**src/rtl/fifo_id_pipe.sv**
```systemverilog
// Pipeline register between the fetch buffer and the decoder: a main entry plus a
// 2nd skid entry so in_ready depends only on a register, with flush and bubble counting.
module fifo_id_pipe #(
  parameter int                 LANES    = 2,
  parameter int                 INST_W   = 32,
  parameter int                 PC_W     = 32,
  parameter logic [INST_W-1:0]  NOP_INST = 32'h03400000,
  parameter int                 CNT_W    = 16
) (
  input  logic                    clk,
  input  logic                    rstn,
  input  logic                    flush,
  input  logic [1:0]              flush_cause,
  input  logic                    stall,
  input  logic                    in_valid,
  output logic                    in_ready,
  input  logic [LANES-1:0]        in_mask,
  input  logic [LANES*INST_W-1:0] in_inst,
  input  logic [LANES*PC_W-1:0]   in_pc,
  output logic                    out_valid,
  input  logic                    out_ready,
  output logic [LANES-1:0]        out_mask,
  output logic [LANES*INST_W-1:0] out_inst,
  output logic [LANES*PC_W-1:0]   out_pc,
  output logic [1:0]              last_flush_cause,
  output logic [CNT_W-1:0]        bubble_cnt
);

  localparam logic [CNT_W-1:0] CNT_MAX = '1;

  logic                    m_valid_q, m_valid_d;
  logic [LANES-1:0]        m_mask_q, m_mask_d;
  logic [LANES*INST_W-1:0] m_inst_q, m_inst_d;
  logic [LANES*PC_W-1:0]   m_pc_q, m_pc_d;
  logic                    s_valid_q, s_valid_d;
  logic [LANES-1:0]        s_mask_q, s_mask_d;
  logic [LANES*INST_W-1:0] s_inst_q, s_inst_d;
  logic [LANES*PC_W-1:0]   s_pc_q, s_pc_d;
  logic [1:0]              cause_q, cause_d;
  logic [CNT_W-1:0]        bubble_q, bubble_d;

  logic acc, take, store;

  assign in_ready         = ~s_valid_q;
  assign out_valid        = m_valid_q & ~stall;
  assign acc              = in_valid & in_ready;
  assign take             = out_valid & out_ready;
  // An all-invalid bundle is consumed from the source but never occupies an entry.
  assign store            = acc & (|in_mask);
  assign last_flush_cause = cause_q;
  assign bubble_cnt       = bubble_q;

  always_comb begin
    m_valid_d = m_valid_q;
    m_mask_d  = m_mask_q;
    m_inst_d  = m_inst_q;
    m_pc_d    = m_pc_q;
    s_valid_d = s_valid_q;
    s_mask_d  = s_mask_q;
    s_inst_d  = s_inst_q;
    s_pc_d    = s_pc_q;
    cause_d   = cause_q;
    bubble_d  = bubble_q;
    if (flush) begin
      m_valid_d = 1'b0;
      s_valid_d = 1'b0;
      cause_d   = flush_cause;
    end else if (!m_valid_q || take) begin
      if (m_valid_q && s_valid_q) begin
        m_mask_d  = s_mask_q;
        m_inst_d  = s_inst_q;
        m_pc_d    = s_pc_q;
        s_valid_d = 1'b0;
      end else if (store) begin
        m_valid_d = 1'b1;
        m_mask_d  = in_mask;
        m_inst_d  = in_inst;
        m_pc_d    = in_pc;
      end else begin
        m_valid_d = 1'b0;
      end
    end else if (store) begin
      s_valid_d = 1'b1;
      s_mask_d  = in_mask;
      s_inst_d  = in_inst;
      s_pc_d    = in_pc;
    end
    if (!m_valid_q && !stall && !flush && (bubble_q != CNT_MAX)) begin
      bubble_d = bubble_q + CNT_W'(1);
    end
  end

  always_comb begin
    out_mask = '0;
    out_inst = '0;
    out_pc   = '0;
    for (int i = 0; i < LANES; i++) begin
      if (m_valid_q && m_mask_q[i]) begin
        out_mask[i]                 = 1'b1;
        out_inst[i*INST_W +: INST_W] = m_inst_q[i*INST_W +: INST_W];
        out_pc[i*PC_W +: PC_W]       = m_pc_q[i*PC_W +: PC_W];
      end else begin
        out_inst[i*INST_W +: INST_W] = NOP_INST;
      end
    end
  end

  always_ff @(posedge clk or negedge rstn) begin
    if (!rstn) begin
      m_valid_q <= 1'b0;
      m_mask_q  <= '0;
      m_inst_q  <= '0;
      m_pc_q    <= '0;
      s_valid_q <= 1'b0;
      s_mask_q  <= '0;
      s_inst_q  <= '0;
      s_pc_q    <= '0;
      cause_q   <= '0;
      bubble_q  <= '0;
    end else begin
      m_valid_q <= m_valid_d;
      m_mask_q  <= m_mask_d;
      m_inst_q  <= m_inst_d;
      m_pc_q    <= m_pc_d;
      s_valid_q <= s_valid_d;
      s_mask_q  <= s_mask_d;
      s_inst_q  <= s_inst_d;
      s_pc_q    <= s_pc_d;
      cause_q   <= cause_d;
      bubble_q  <= bubble_d;
    end
  end

endmodule

```
**config.mk**
```make
export PLATFORM = sky130hd
export DESIGN_NAME = fifo_id_pipe
export DESIGN_NICKNAME = d
export VERILOG_FILES = /design/src/rtl/fifo_id_pipe.sv
export SDC_FILE = /design/constraint.sdc
export NUM_CORES = 1
export LEC_CHECK = 0
export ABC_AREA = 1
export BUFFER_PORTS_ARGS = -buffer_cell sky130_fd_sc_hd__buf_2
export CAP_MARGIN = 10
export CELL_PAD_IN_SITES_DETAIL_PLACEMENT = 1
export CELL_PAD_IN_SITES_GLOBAL_PLACEMENT = 2
export CORE_MARGIN = 5
export CORE_UTILIZATION = 34
export CTS_BUF_LIST = sky130_fd_sc_hd__clkbuf_8
export DETAILED_ROUTE_END_ITERATION = 6
export PLACE_DENSITY_LB_ADDON = 0.1
export SLEW_MARGIN = 20
export SYNTH_ARGS = -nofsm -noshare
export SYNTH_HDL_FRONTEND = slang
export SYNTH_SLANG_ARGS = --single-unit
export TNS_END_PERCENT = 50
```
**constraint.sdc**
```tcl
create_clock -name clk -period 3.31 [get_ports clk]
set_input_delay 0.331 -clock clk [delete_from_list [all_inputs] [get_ports clk]]
set_output_delay 0.331 -clock clk [all_outputs]
set_load 0.05 [all_outputs]
```
==> summary.txt <==
Status
  • Status: complete, no violations

GRT
  • Total grt overflow: 0
  • Largest net degree at the start of global routing: 156
  • Vias in the first global route: 12500
  • First-pass GRT wire length: roughly 66 mm
  • Initial antenna violation count: 9
  • Gr usage total: 19.3%

Layout
  • Register area: between 0.007 and 0.008 mm2
  • Final instance area: between 0.015 and 0.02 mm2
  • Fillers: 4853
  • Area of the multi-input gates: approximately 0.0046 mm2
  • Final Net Count: 2262
  • Fraction of layout cells with a size suffix above 1: between 10% and 20%
  • Area growth syn-to-layout: 32.5%

Worst hold path
  • HP Class: in2reg
  • Hold depth: 4
  • HP Start: out_ready

Clock tree
  • Skew-Pair Late Insertion Delay: 0.61 ns
  • Post-CTS Resized: 0
  • CTS tree: yes
  • Clock sinks: 280
  • Reg clk slew, reported paths: around 0.060 ns
  • H-tree depth: 2
  • Num CTS Buffers: 53
  • CTS max path bufs: 3
  • Root Buffer: clkbuf_8

Worst setup path
  • CP max stage delay: between 0.4 and 0.5 ns
  • Reg2Reg Depth: 5
  • CP Data Required Time: a little under 3 ns
  • Cell Chain, Critical Path: nand2_2, buf_4, nor2_1, buf_2
  • Crit path kind: reg2out
  • Worst Setup SP: m_valid_q
  • Startpoint Class: flop
  • Critical R2R Launch: m_valid_q
  • Worst Path Max Fanout: 32
  • Crit path DAT: 2.44 ns
  • Critical path capture point type: output port
  • Critical Path Slowest Stage Cell: dfrtp_1

Synth
  • Yosys top cell area share: 53.3%
  • Post-synthesis instance area: 0.0132 mm2
  • Register area share after synthesis: a little over half
  • Synthesis Warnings: 0
  • Area contributors post-synth: dfrtp_1 (53%), nand2_1 (14%), inv_1 (8.2%)
  • Syn nets: 1865
  • Synth Instances: ~1700
  • Yosys top cell by area: dfrtp_1
  • Synth Area per Inst: 7.62 um2
  • Unique cell type count in the Yosys netlist: 21
  • Flops & latches, synth: 280

STA
  • Final Max Tran Viols: 0
  • Unrepaired setup endpoints after global routing: no
  • Final setup violation count: 0
  • Fmax: approximately 360 MHz
  • Final Hold Fails: 0
  • Slew @ Worst Pin: 0.717 ns
  • Final period util: 83.6%
  • Slew margin rel.: between 50% and 60%
  • Worst Skew: 0.0157 ns
  • Min Tclk post-route: about 2.8 ns
  • Final setup margin: 0.543 ns
  • Post-Route Setup TNS: 0 ns

Detailed routing
  • Routed WL: 41.2 mm
  • DR WL/cell: around 15 um
  • ANT nets after route: 0
  • Residual DRC: 0
  • Routed via count: 12200
  • Vias per cell: 4.55
  • Router iterations before antenna repair: 5
  • Iteration-0 DRC Markers: approximately 460

Power and ir drop
  • Cell Pwr Density: 627 mW/mm2
  • Leakage: around 9.1 nW
  • Worst vdd ir: 0.369 mV
  • Pwr Total: 10.9 mW

Floorplan
  • Die Y: 207 um
  • Die width: 207 um
  • Rows: 72
  • Die Area: around 0.043 mm2
  • I/O pins: between 200 and 300
  • Placeable Area: 0.0385 mm2
  • Initial core utilization: between 30% and 40%

Placed design
  • IO Port Bufs: 287
  • DP HPWL: 26.9 mm
  • GPL Wtd Cong: 0.783
  • Place WS: 0.922 ns
  • Dpl cell area: 0.0150 mm2

Run
  • Max-cap violation count: 0
[power by group]
part	internal (mW)	switching [mW]	total (mW)
registers	4.47	0.319	4.79
logic	0.882	1.88	2.76
clock network	1.89	1.48	3.37
[worst max-delay path: cells and delay by family, from the launching register on]
kind | cells | cell delay [ns]
simple gates | 2 | 0.62
buf+inv | 2 | 0.71
flops | 1 | 0.49
[layer usage]
layer	up-vias	GRT usage [%]	part of all wire [%]
met5	-	0	0.090
li1	6090	-	-
met1	5846	25.5	46
met2	209	32.0	47
met4	8	5.28	2.0
met3	64	4.42	5.3
[state kept, by name (all words and copies together), names as in the netlist]
name and count:
s_valid_q 1, last_flush_cause 2, bubble_cnt 16, s_mask_q 2, m_valid_q 1, s_inst_q 64
m_pc_q 64, m_mask_q 2, m_inst_q 64, s_pc_q 64
[worst paths after layout]
kind	endpoint	slack [ns]
min in group asynchronous	m_inst_q[8]	0.37
worst min register to register	last_flush_cause[0]	0.49
worst min-delay path	m_valid_q	0.08
worst max register to register	m_inst_q[26]	1.31
max in group asynchronous	m_pc_q[40]	1.94
worst max-delay path	out_pc[21]	0.54
[cell usage in the layout (no fill, tap or decap)]
cell type      count
ha_1               1
a21oi_2            1
nand2_1          485
nor3_1             1
inv_2              1
buf_2            286
diode_2            5
clkinvlp_4         1
dlygate4sd3_1    136
clkinv_2           2
nand3b_1           2
clkbuf_8          71
buf_4              8
o21ai_0          190
inv_1            304
nand4_1            6
nand3_1           11
dfrtp_1          280
buf_12             9
nand2_4            2
and2_4             1
xnor2_1            2
nand2_2            1
nor2_1           147
nor2_2             1
o21ai_1          209
nor2_4             1
buf_8              1
[logic make-up after synthesis]
| group | Yosys count | share of synthesized area [%] |
|---|---|---|
| adders and majority gates | 1 | 0.0951 |
| AOI/OAI and AO/OA | 400 | 15.3 |
| DFF | 280 | 53.3 |
| xor gates and xnor gates | 2 | 0.133 |
| and+or+nand+nor | 658 | 19.2 |
| buffers and inverters | 385 | 12.1 |
[metrics by stage]
stage                     hold slack [ns]  utilization [%]  instances
after CTS                         0.00918             45.3       2678
after global routing               0.0627             45.3       2682
final                              0.0792             45.3       2683
after detailed placement            0.400             39.0       2450
after floorplan                    0.0354                -       1726
after global placement              0.400             39.0       2450
[what timing repair did]
action                                  CTS  global route
endpoints found under the setup margin    0             0
endpoints found under the hold margin   206             0
hold buffers                            136             0
buffers inserted                          0             0
[cell usage after synthesis (all sizes together)]
| cell type | count |
|---|---|
| nor2 | 149 |
| ha | 1 |
| clkbuf | 43 |
| dfrtp | 280 |
| buf | 55 |
| and2 | 1 |
| nor3 | 1 |
| inv | 287 |
| nand2 | 488 |
| nand4 | 6 |
| o21ai | 399 |
| nand3 | 11 |
| a21oi | 1 |
| nand3b | 2 |
| xnor2 | 2 |
[layout make-up]
cell class                 instances  area share (%)
timing repair buffer             440            17.5
clock buffer                      71            5.61
antenna                            5          0.0718
sequential                       280            40.2
tap                              518            3.72
multi-input combinational       1061            26.3
inverter                         287            6.18
clock inverter                    21           0.488
Power figures use the tool's default switching activity.
